===== src/rtl/vga_timing_gen.sv =====
// rtl/vga_timing_gen.sv - parametrised VGA raster timing generator
// Every output is registered from the next raster position, so all of them describe the same (hcount,vcount).
module vga_timing_gen #(
   parameter int H_ACTIVE = 640,
   parameter int H_FP     = 16,
   parameter int H_SYNC   = 96,
   parameter int H_BP     = 48,
   parameter int V_ACTIVE = 480,
   parameter int V_FP     = 10,
   parameter int V_SYNC   = 2,
   parameter int V_BP     = 33,
   parameter bit HS_POL   = 1'b0,
   parameter bit VS_POL   = 1'b0,
   parameter int CW       = 10
) (
   input  logic          vga_clk,
   input  logic          rst,
   input  logic          pixel_ce,
   output logic          hsync,
   output logic          vsync,
   output logic [CW-1:0] hcount,
   output logic [CW-1:0] vcount,
   output logic          de,
   output logic          line_start,
   output logic          frame_start
);

   localparam int H_TOTAL = H_ACTIVE + H_FP + H_SYNC + H_BP;
   localparam int V_TOTAL = V_ACTIVE + V_FP + V_SYNC + V_BP;

   generate
      if (H_TOTAL > 2**CW || V_TOTAL > 2**CW) begin : g_bad_cw
         $error("vga_timing_gen: H_TOTAL/V_TOTAL do not fit in CW bits");
      end
      if (H_SYNC < 1 || V_SYNC < 1 || H_ACTIVE < 1 || V_ACTIVE < 1) begin : g_bad_mode
         $error("vga_timing_gen: active and sync widths must be at least 1");
      end
   endgenerate

   localparam logic [CW-1:0] H_LAST   = CW'(H_TOTAL - 1);
   localparam logic [CW-1:0] V_LAST   = CW'(V_TOTAL - 1);
   localparam logic [CW-1:0] H_ACT    = CW'(H_ACTIVE);
   localparam logic [CW-1:0] V_ACT    = CW'(V_ACTIVE);
   localparam logic [CW-1:0] HS_FIRST = CW'(H_ACTIVE + H_FP);
   localparam logic [CW-1:0] HS_LAST  = CW'(H_ACTIVE + H_FP + H_SYNC - 1);
   localparam logic [CW-1:0] VS_FIRST = CW'(V_ACTIVE + V_FP);
   localparam logic [CW-1:0] VS_LAST  = CW'(V_ACTIVE + V_FP + V_SYNC - 1);

   logic          h_wrap;
   logic [CW-1:0] h_nxt;
   logic [CW-1:0] v_nxt;

   // vcount steps on the same edge that hcount wraps, so there is no one-cycle lag.
   always_comb begin
      h_wrap = (hcount == H_LAST);
      h_nxt  = h_wrap ? '0 : hcount + CW'(1);
      v_nxt  = vcount;
      if (h_wrap) begin
         v_nxt = (vcount == V_LAST) ? '0 : vcount + CW'(1);
      end
   end

   always_ff @(posedge vga_clk) begin
      if (rst) begin
         hcount      <= H_LAST;
         vcount      <= V_LAST;
         hsync       <= ~HS_POL;
         vsync       <= ~VS_POL;
         de          <= 1'b0;
         line_start  <= 1'b0;
         frame_start <= 1'b0;
      end else if (pixel_ce) begin
         hcount      <= h_nxt;
         vcount      <= v_nxt;
         hsync       <= (h_nxt >= HS_FIRST && h_nxt <= HS_LAST) ? HS_POL : ~HS_POL;
         vsync       <= (v_nxt >= VS_FIRST && v_nxt <= VS_LAST) ? VS_POL : ~VS_POL;
         de          <= (h_nxt < H_ACT) && (v_nxt < V_ACT);
         line_start  <= (h_nxt == '0);
         frame_start <= (h_nxt == '0) && (v_nxt == '0);
      end else begin
         line_start  <= 1'b0;
         frame_start <= 1'b0;
      end
   end

endmodule

===== config.mk =====
export PLATFORM = sky130hd
export DESIGN_NAME = vga_timing_gen
export DESIGN_NICKNAME = d
export VERILOG_FILES = /design/src/rtl/vga_timing_gen.sv
export SDC_FILE = /design/constraint.sdc
export NUM_CORES = 1
export LEC_CHECK = 0
export ABC_AREA = 1
export CELL_PAD_IN_SITES_DETAIL_PLACEMENT = 1
export CELL_PAD_IN_SITES_GLOBAL_PLACEMENT = 2
export CORE_ASPECT_RATIO = 1.75
export CORE_UTILIZATION = 28
export DETAILED_ROUTE_END_ITERATION = 8
export PLACE_DENSITY = 0.83
export SETUP_SLACK_MARGIN = 0.02
export SKIP_CTS_REPAIR_TIMING = 1
export SYNTH_ARGS = -nofsm -noshare
export SYNTH_HDL_FRONTEND = slang
export SYNTH_SLANG_ARGS = --single-unit

===== constraint.sdc =====
create_clock -name vga_clk -period 1.9 [get_ports vga_clk]
set_input_delay 0.19 -clock vga_clk [delete_from_list [all_inputs] [get_ports vga_clk]]
set_output_delay 0.19 -clock vga_clk [all_outputs]
set_load 0.02 [all_outputs]

==> results of run 1 <==
## power groups by stage
stage                     Clock, mW  Sequential (mW)  Combinational (mW)
after floorplan                   0            0.660               0.257
after global placement            0            0.606               0.554
after detailed placement          0            0.607               0.561
after CTS                     0.363            0.596               0.564
after global routing          0.373            0.605               0.711
final                         0.347            0.601               0.647
## sequential cells by signal, summed over array words and instances, names as in the netlist
signal / cells
hcount: 10
line_start: 1
frame_start: 1
de: 1
vcount: 10
hsync: 1
vsync: 1
## cell usage after synthesis (2+ instances only)
master | n | area, um^2
nand2_1 | 73 | 274.0
inv_1 | 36 | 135.1
nor2_1 | 29 | 108.9
dfxtp_1 | 25 | 500.5
nand3_1 | 21 | 105.1
o21ai_0 | 18 | 90.09
a21oi_1 | 17 | 85.08
nand4_1 | 7 | 43.79
clkbuf_1 | 5 | 18.77
ha_1 | 4 | 50.05
nand2_2 | 4 | 25.02
o211ai_1 | 4 | 30.03
nand3_2 | 3 | 30.03
nor2_4 | 3 | 33.78
buf_6 | 2 | 22.52
nand3b_1 | 2 | 15.01
nand4_2 | 2 | 25.02
nor2_2 | 2 | 12.51
o21ai_1 | 2 | 10.01
## how the worst max path moves through the flow
stage,startpoint,endpoint,slack [ns],cells after the start
finish,hcount[1],frame_start,0.07,10
detailed placement,hcount[0],frame_start,-0.07,12
CTS,hcount[0],frame_start,-0.09,12
global placement,hcount[0],frame_start,-0.02,12
floorplan,hcount[0],vsync,0.05,13
global route,vcount[1],vsync,-0.09,15
## critical path: stages (launching register included)
cell,delay (ns)
dfxtp_2,0.36
ha_4,0.15
nand2_4,0.06
nor2_4,0.16
nand4_4,0.22
or2_4,0.34
nand3_4,0.08
nand2_2,0.06
nor2_4,0.12
nand3b_1,0.12
nor2_1,0.11
## logic make-up after synthesis
family | synth area share
AOI/OAI and AO/OA | 0.1456
xor gates and xnor gates | 0.005175
adders and majority gates | 0.02957
buffers and inverters | 0.1116
DFF | 0.2956
and+or+nand+nor | 0.4124
## through the flow
stage / hold WS (ns) / instances / utilization / area (um^2) / setup WS (ns)
finish: 0.4911 / 418 / 0.4337 / 2530 / 0.06720
global route: 0.5173 / 418 / 0.4337 / 2530 / -0.08945
CTS: 0.4963 / 406 / 0.3981 / 2322 / -0.09037
detailed placement: 0.4687 / 402 / 0.3904 / 2277 / -0.06500
global placement: 0.4574 / 402 / 0.3904 / 2277 / -0.01536
floorplan: 0.4108 / 270 / - / 1693 / 0.04793
## routing by layer
metal,wire [um],share of wire,GRT usage,vias up
li1,-,-,-,1011
met1,2268,0.35,0.2029,981
met2,3742,0.58,0.4215,40
met3,100,0.015,0.01238,26
met4,378,0.058,0.1039,0
met5,0,0,0,-
## cell type report
type,instances,area (um^2),area share
Sequential cell,25,509.2,0.2013
Tap cell,78,97.59,0.03858
Inverter,38,145.1,0.05737
Timing Repair Buffer,73,619.3,0.2448
Multi-Input combinational cell,200,1114,0.4402
Clock buffer,4,45.04,0.01780
==> impl_metrics.toml, run 1 <==
[die]
initial_utilization = 0.2902
die_width_um = 60.78
core_mm2 = 0.005833
die_height_um = 104.9
io_pins = 28
dieArea_mm2 = 0.006373
row_count = 37

[timing]
hold_viol = 0
worst_slew_pin_slew_ns = 0.2897
period_minus_slack_ns = 1.833
slew_viol_final = 0
maxSlewHeadroom = 0.8048
fmax_ghz = 0.5456
setup_violations = 0
finClkSkew_ns = 0.005697
rsz0062_at_grt = "true"
tns_ns = 0
timing.final.crit_share = 0.9646

[power_and_ir_drop]
p_leak_nw = 1.204
vdd_drop_max_mv = 0.2496
clkPwrFrac = 0.217
powerDensity_mw_per_mm2 = 630.5
seqPwrFrac = 0.377
p_int_mw = 0.9892
switching_share = 0.3798
total_power_mw = 1.595
combPwrFrac = 0.406
netSwitchingPower_mw = 0.6058

[logic_synthesis]
ys_seq_area_frac = 0.2956
ys_types = 30
synth_edf_count = 0
syn_area_per_cell_um2 = 6.270
ys_seq_elements = 25
async_flop_share = 0
synth_area_mm2 = 0.001693
yosys_warnings = 0
syn_nets = 277
netlist_instances = 270
synthFlopType = "dfxtp_1"

[clock_tree]
cts_made_buffers = 3
ctsRootBufferMaster = "clkbuf_8"
clock_sinks = 25
htree_levels = 1
cts_buffer_depth = 2
clk-insertion-delay-late_ns = 0.29
cts_tree = "yes"
clkSlewWorstSetupHoldPaths_ns = 0.10

[min_path]
hold_depth = 2
hold_end = "hsync"
hold_path_class = "reg2reg"
min_from = "hsync"

[setup_path]
rrSetupSlack_ns = 0.07
worst-r2r-cell-count = 10
cp.required_ns = 2.13
startpoint_type = "flip-flop"
r2r-start = "hcount[1]"
cp.arrival_ns = 2.07
path_class = "reg2reg"
critPathMaxFanout = 8
r2r-end = "frame_start"
end_kind = "flip-flop"

[cells_and_area]
final_nets = 348
final.fill_count = 793
layout_common_cells = "nand2_1 (67), buf_4 (45), inv_1 (34), clkdlybuf4s50_1 (27), nor2_1 (23)"
drive_gt1_frac = 0.2794
final_common_cell = "nand2_1"
area_growth_pct = 49.45
antennaDiodeCount = 0

[place]
gp_congestion = 0.8420
io_buffers = 27
dp_hpwl_um = 4923

[grt]
grtUsageTotal = 0.2132
grt_start_max_net_pins = 20
gr-total-overflow = 0
grt_pass1_wl_um = 9922
grt_pass1_vias = 2046
antenna_found_initial = 0

[detailed_routing]
num_vias = 2058
routed_wl_um = 6489
wire_per_inst_um = 15.52
first_iter_violations = 64
viasPerCell = 4.923
firstDrtPassIters = 4
detail-route-antenna-nets = 0
drc = 0

[run_status]
outcome = "finished clean"

[run]
drv_cap = 0
Note: power is estimated with default switching activity, not from simulation.
==> run 2: changes to the inputs <==
Settings changed: HOLD_SLACK_MARGIN set to 0.08, MAX_ROUTING_LAYER set to met4.
==> run 2 against run 1 <==
Net effect:
- combinational power about the same
- sequential power about the same
- non-clock buffer count unchanged
- first-iteration DRC count down 13%
- via count up 0.49%
- critical endpoint unchanged
- clock skew about the same
- global-route usage up 0.48 points
==> impl_metrics.toml, run 2 (synthesis results as in run 1) <==
[place]
io_buffers = 27
place_area_mm2 = 0.002277
dp_hpwl_um = 4923
gp_congestion = 0.8551

[setup_path]
startpoint_type = "flip-flop"
slowest_delay_ns = 0.36
r2r-start = "hcount[1]"
cp.arrival_ns = 2.07
end_kind = "flip-flop"
cpMaxStageDelayCell = "dfxtp_2"
path_class = "reg2reg"
rrSetupSlack_ns = 0.07
crit_start = "hcount[1]"
critPathMaxFanout = 8
crit_path_cell_trace = "ha_4 > nand2_4 > nor2_4 > nand4_4 > or2_4 > nand3_4 > nand2_2 > nor2_4 > nand3b_1 > nor2_1"
worst-r2r-cell-count = 10
cp.required_ns = 2.14
r2r-end = "frame_start"
crit_path_frequent_cell = "nor2_4"

[power_and_ir_drop]
total_power_mw = 1.597
vdd_drop_max_mv = 0.2498
p_leak_nw = 1.204
powerDensity_mw_per_mm2 = 631.2

[timing]
timing.final.crit_share = 0.9634
period_minus_slack_ns = 1.830
hold_viol = 0
fmax_ghz = 0.5463
maxSlewHeadroom = 0.8048
rsz0062_at_grt = "true"
slew_viol_final = 0
setup_violations = 0
holdWs_ns = 0.4930
worst_slew_pin_slew_ns = 0.2897
tns_ns = 0
finClkSkew_ns = 0.005437

[cells_and_area]
drive_gt1_frac = 0.2794
area_growth_pct = 49.45
layout_common_cells = "nand2_1 (67), buf_4 (45), inv_1 (34), clkdlybuf4s50_1 (27), nor2_1 (23)"
antennaDiodeCount = 0
reg_top3 = "hcount x10, vcount x10"
final_common_cell = "nand2_1"
final_nets = 348
final.fill_count = 793
final_core_util = 0.4337
final_area_mm2 = 0.002530

[die]
io_pins = 28
die_width_um = 60.78
row_count = 37
initial_utilization = 0.2902
dieArea_mm2 = 0.006373
die_height_um = 104.9
core_mm2 = 0.005833

[detailed_routing]
first_iter_violations = 56
num_vias = 2068
routed_wl_um = 6513
wire_per_inst_um = 15.58
drc = 0
detail-route-antenna-nets = 0
firstDrtPassIters = 4
viasPerCell = 4.947

[min_path]
min_from = "hsync"
hold_end = "hsync"
hold_depth = 2
hold_path_class = "reg2reg"

[run_status]
outcome = "finished clean"

[clock_tree]
ctsRootBufferMaster = "clkbuf_8"
clkSlewWorstSetupHoldPaths_ns = 0.10
htree_levels = 1
clock_sinks = 25
cts_tree = "yes"
cts_made_buffers = 3
clk-insertion-delay-late_ns = 0.29
cts_buffer_depth = 2

[run]
drv_cap = 0

[grt]
grt_pass1_vias = 2039
gr-total-overflow = 0
grt_start_max_net_pins = 20
grtUsageTotal = 0.2180
grt_pass1_wl_um = 9901
antenna_found_initial = 0
[run 2: cell counts in the layout (fill, tap and decap cells not counted)]
No cell type changed its count.
[run 2: metal layers]
layer	global-route usage	vias up	wire (um)
met3	0.008663	26	123
met5	-	-	0
li1	-	1015	-
met1	0.2029	986	2257
met4	0.1039	0	344
met2	0.4215	41	3788
[run 2: final cells by class]
| type | instances | area, um^2 | share of cell area |
|---|---|---|---|
| well taps | 78 | 97.59 | 0.03858 |
| repair buffers | 73 | 619.3 | 0.2448 |
| clock buffers | 4 | 45.04 | 0.01780 |
| multi-input cells | 200 | 1114 | 0.4402 |
| flip-flops and latches | 25 | 509.2 | 0.2013 |
| inverters | 38 | 145.1 | 0.05737 |
[run 2: worst max-delay path by stage]
stage | to | slack, ns
finish | frame_start | 0.07
detailed placement | frame_start | -0.07
floorplan | vsync | 0.05
global route | vsync | -0.09
global placement | frame_start | -0.02
CTS | frame_start | -0.09
[run 2: critical path, delay by kind of cell (launching register included)]
kind                       cells  cell delay (ns)
and+or+nand+nor                9             1.26
adders and majority gates      1             0.15
DFF                            1             0.36
[run 2: metrics by stage]
step / std cells / setup slack (ns)
floorplan: 270 / 0.04793
global route: 418 / -0.08724
global placement: 402 / -0.01536
CTS: 406 / -0.09037
finish: 418 / 0.06957
detailed placement: 402 / -0.06500
[run 2: power breakdown]
group          internal, mW  switching [mW]  leakage (nW)
Clock                 0.151           0.197        0.0228
Combinational         0.276           0.372         0.975
Sequential            0.562          0.0392         0.207
Total                 0.989           0.608          1.20
==> run 3: changes to the inputs <==
Settings changed: MAX_ROUTING_LAYER met4 to unset, RECOVER_POWER set to 50.
==> results of run 3 <==
Same layout as run 1: the final DEF is identical, and so are final timing and power.
==> patch 1: new RTL, settings of run 1 <==
The parameter `VS_POL` goes from 1'b0 to 1'b1.
--- a/src/rtl/vga_timing_gen.sv
+++ b/src/rtl/vga_timing_gen.sv
@@ -12,3 +12,3 @@
    parameter bit HS_POL   = 1'b0,
-   parameter bit VS_POL   = 1'b0,
+   parameter bit VS_POL   = 1'b1,
    parameter int CW       = 10
Behaviour: not the same (Yosys sat finds a counterexample within 4 cycles, from zero or initial values and one cycle with rst high).
==> patch 1 against run 1 <==
Area after synthesis grew 0.96%; worst setup slack gained 0.051 ns; sequential cell count is the same; via count shrank 3.5%; clock power shrank 6.1%; routed wire length shrank 5.1%; total power shrank 1.7%; cell area shrank 4.4%; critical endpoint is now vsync$_SDFFE_PP0P_; largest cell class unchanged.
==> patch 1: results <==
{
  "outcome": "complete, no violations",
  "syn_nets": 278,
  "ys_warn_count": 0,
  "async_flop_share_pct": 0,
  "reg2reg_slack_ns": 0.12,
  "cp.arrival_ns": 1.95,
  "place_congestion": 0.847,
  "clock_skew_ns": 0.00556,
  "drtIter0Drc": 54,
  "cts_inserted_buffers": 3,
  "grt_antenna_before_repair": 0,
  "grt.total_usage_pct": 20.3,
  "root_buffer": "clkbuf_8",
  "holdCritStartpoint": "de$_SDFFE_PP0P_",
  "reg_top3": "hcount (10), vcount (10)",
  "clock_latency_ns": 0.27,
  "holdWs_ns": 0.478,
  "grt_pass1_vias": 2025,
  "post-dp-hpwl_um": 4800,
  "hp-class": "reg2reg",
  "reg2reg_from": "hcount[1]$_SDFFE_PP1P_",
  "ys.flop_type": "dfxtp_1",
  "use_met2_pct": 39.0,
  "synth.area.top_cells": "dfxtp_1 29%, nand2_1 14%, nand3_1 7.9%",
  "grt_max_degree": 17,
  "via_per_inst": 4.87,
  "drt-pass1-iter-count": 6,
  "grt_pass1_wl_um": 9610,
  "clk_pin_slew_ns": 0.09,
  "avgRoutedWirePerCell_um": 15.1,
  "crit_type": "reg2reg",
  "nNetsFinal": 338,
  "grtUsageMet3_pct": 1.47,
  "maxSlewHeadroom_pct": 75.4,
  "ir_worst_vdd_v": 0.000397,
  "synth.distinct_cells": 31,
  "leakagePower_nw": 1.20,
  "seq_area_frac_synth_pct": 29.3,
  "fillCellCount": 785,
  "drive_gt1_share_pct": 21.5,
  "intPower_uw": 981,
  "grtUsageMet1_pct": 20.7,
  "h-tree-depth": 1,
  "synth_top_cells_by_count": "62 x nand2_1, 34 x inv_1, 31 x nor2_1",
  "path_max_fanout": 6
}
-- patch 1: cell count changes after synthesis, sizes merged, moves of 2 or more --
cell / before / now
nand2: 78 / 69
nand3: 24 / 30
nand4: 9 / 13
a21oi: 18 / 20
buf: 3 / 5
o211ai: 4 / 2
o21ai: 20 / 18
-- patch 1: per-stage QoR --
stage | worst slack, ns | std cells | TNS, ns | utilization [%] | area (sq um)
6_report | 0.119 | 408 | 0 | 41.2 | 2420
5_1_grt | -0.0178 | 408 | -0.0178 | 41.2 | 2420
4_1_cts | 0.0167 | 400 | 0 | 39.2 | 2310
3_5_place_dp | 0.0413 | 396 | 0 | 38.5 | 2260
3_3_place_gp | 0.0844 | 396 | 0 | 38.5 | 2260
2_1_floorplan | 0.0219 | 271 | 0 | - | 1710
-- patch 1: path summary, 6_finish.rpt --
check	end	cells past startpoint
worst max register to register	vsync$_SDFFE_PP0P_	13
worst max-delay path	vsync$_SDFFE_PP0P_	13
worst min register to register	de$_SDFFE_PP0P_	2
worst min-delay path	de$_SDFFE_PP0P_	2
-- patch 1: critical path: stages, from the launching register on --
cell and delay [ns]:
dfxtp_2 0.34, ha_2 0.19, nand2_2 0.10, nor2_8 0.14, inv_4 0.08, nor2_4 0.17, buf_4 0.14, nand3_1 0.07
nand2_2 0.11, nor2_2 0.05, nand3_1 0.10, nor2_1 0.05, nor2_1 0.08, nor2_1 0.04
-- patch 1: per-layer routing --
metal | up-vias | routed length [um]
li1 | 992 | -
met1 | 946 | 2220
met2 | 33 | 3580
met3 | 15 | 126
met4 | 0 | 237
met5 | - | 0
-- patch 1: final cells by class --
| type | instances | share of cell area (%) |
|---|---|---|
| clock buffer | 4 | 1.86 |
| inverter | 38 | 6.00 |
| multi-input combinational | 199 | 44.0 |
| sequential | 25 | 20.9 |
| tap | 78 | 4.03 |
| timing repair buffer | 64 | 23.2 |
-- patch 1: logic make-up (layout without fill, tap and decap cells) --
kind of cell / Yosys count / count (layout) / synth area share [%]
xor gates and xnor gates: 2 / 2 / 1.03
DFF: 25 / 25 / 29.3
and+or+nand+nor: 149 / 150 / 41.6
AOI/OAI and AO/OA: 43 / 43 / 13.5
buffers and inverters: 48 / 106 / 11.7
adders and majority gates: 4 / 4 / 2.93
-- patch 1: power by group through the flow --
stage               combinational, mW  clock (mW)  sequential (mW)
finish                          0.643       0.326            0.599
global route                    0.704       0.361            0.604
CTS                             0.594       0.350            0.595
detailed placement              0.591           0            0.607
global placement                0.584           0            0.606
floorplan                       0.285           0            0.657
==> patch 2: new RTL, config.mk and constraints of run 1 <==
Without the edit above. Reset style: asynchronous (`rst`), changed in one clocked block.
--- a/src/rtl/vga_timing_gen.sv
+++ b/src/rtl/vga_timing_gen.sv
@@ -62,3 +62,3 @@
 
-   always_ff @(posedge vga_clk) begin
+   always_ff @(posedge vga_clk or posedge rst) begin
       if (rst) begin
Function: differs if rst is asserted again (counterexample within 4 cycles, from zero or initial values and one cycle with rst high); with rst held inactive, the same outputs for 10 cycles.
==> patch 2 against run 1 <==
Area after synthesis grew 6.5%; the flow now finishes with violations (negative setup slack); largest cell class unchanged; routed wire length shrank 4.3%; fmax shrank 5.7%; hold slack lost 0.23 ns; worst setup slack lost 0.11 ns; highest routed layer unchanged; total power grew 47%; first-iteration DRC count shrank 50%; sequential cell count is the same; critical path depth grew 1; clock power shrank 1%; cell area grew 2.9%.
==> patch 2: results <==
{
  "outcome": "finished with violations",
  "violations": "negative setup slack",
  "grt.total_usage_pct": 19.3,
  "fin_ws_ns": -0.0445,
  "cp_slowest_cell": "dfstp_2",
  "grt_pass1_vias": 2038,
  "grt_max_degree": 26,
  "nNetsFinal": 333,
  "routed_wl_um": 6210,
  "post-place-cells": 392,
  "cp.arrival_ns": 2.17,
  "slowest_delay_ns": 0.57,
  "async_flop_share_pct": 100,
  "synth.distinct_cells": 33,
  "holdWs_ns": 0.264,
  "pre_cts_slack_ns": -0.0722,
  "ir_worst_vdd_v": 0.000630,
  "drive_gt1_share_pct": 29.6,
  "fillCellCount": 780,
  "seq_area_frac_synth_pct": 35.5,
  "hp-class": "in2async",
  "drtIter0Drc": 32,
  "leakagePower_nw": 1.22,
  "reg2reg_depth": 11,
  "synth.area.top_cells": "dfrtp_1 18%, dfstp_2 17%, nand2_1 16%",
  "place_congestion": 0.860,
  "syn_nets": 266,
  "setup_viol": 3,
  "synth_top_cells_by_count": "76 x nand2_1, 30 x inv_1, 28 x nor2_1",
  "reg2reg_from": "hcount[0]$_DFFE_PP1P_",
  "grt_pass1_wl_um": 9980
}
## patch 2: cell count changes after synthesis, sizes merged, moves of 5 or more
cell   before  now
dfxtp      25    0
a21oi      18    4
dfrtp       0   13
dfstp       0   12
inv        37   32
nand2      78   83
## patch 2: per-stage QoR
step | setup TNS [ns] | area, sq um | util [%] | power [mW]
global route | -0.723 | 2600 | 41.8 | 2.52
global placement | -0.0533 | 2400 | 38.6 | 1.94
floorplan | 0 | 1820 | - | 1.39
CTS | -0.194 | 2450 | 39.3 | 2.32
finish | -0.0897 | 2600 | 41.8 | 2.35
detailed placement | -0.124 | 2400 | 38.6 | 1.96
## patch 2: per-layer routing
layer  vias up  global-route usage, %  wire length, um
li1        958                      -                -
met3        12                   1.37              107
met4         0                   9.14              214
met1       948                   19.7             2290
met5         -                      0                0
met2        28                   38.7             3600
## patch 2: power by group
part	internal [mW]	leakage [nW]	switching (mW)
registers	0.682	0.296	0.139
logic	0.525	0.896	0.662
clock network	0.148	0.0255	0.195
total	1.35	1.22	0.996
## patch 2: area by class of cell
cell class	count	area [sq um]	area share, %
multi-input cells	195	1110	42.5
repair buffers	67	587	22.5
flip-flops and latches	25	641	24.6
well taps	80	100	3.84
clock inverters	1	5.00	0.192
inverters	33	124	4.76
clock buffers	3	41.3	1.59
## patch 2: kinds of logic (layout without fill, tap and decap cells)
group / count (synthesis) / after routing / share of synthesized area (%)
simple gates: 153 / 154 / 39.6
buf+inv: 39 / 104 / 8.60
compound gates: 32 / 32 / 10.9
flops: 25 / 25 / 35.5
fa+ha+maj: 5 / 5 / 3.47
xor+xnor: 4 / 4 / 1.94
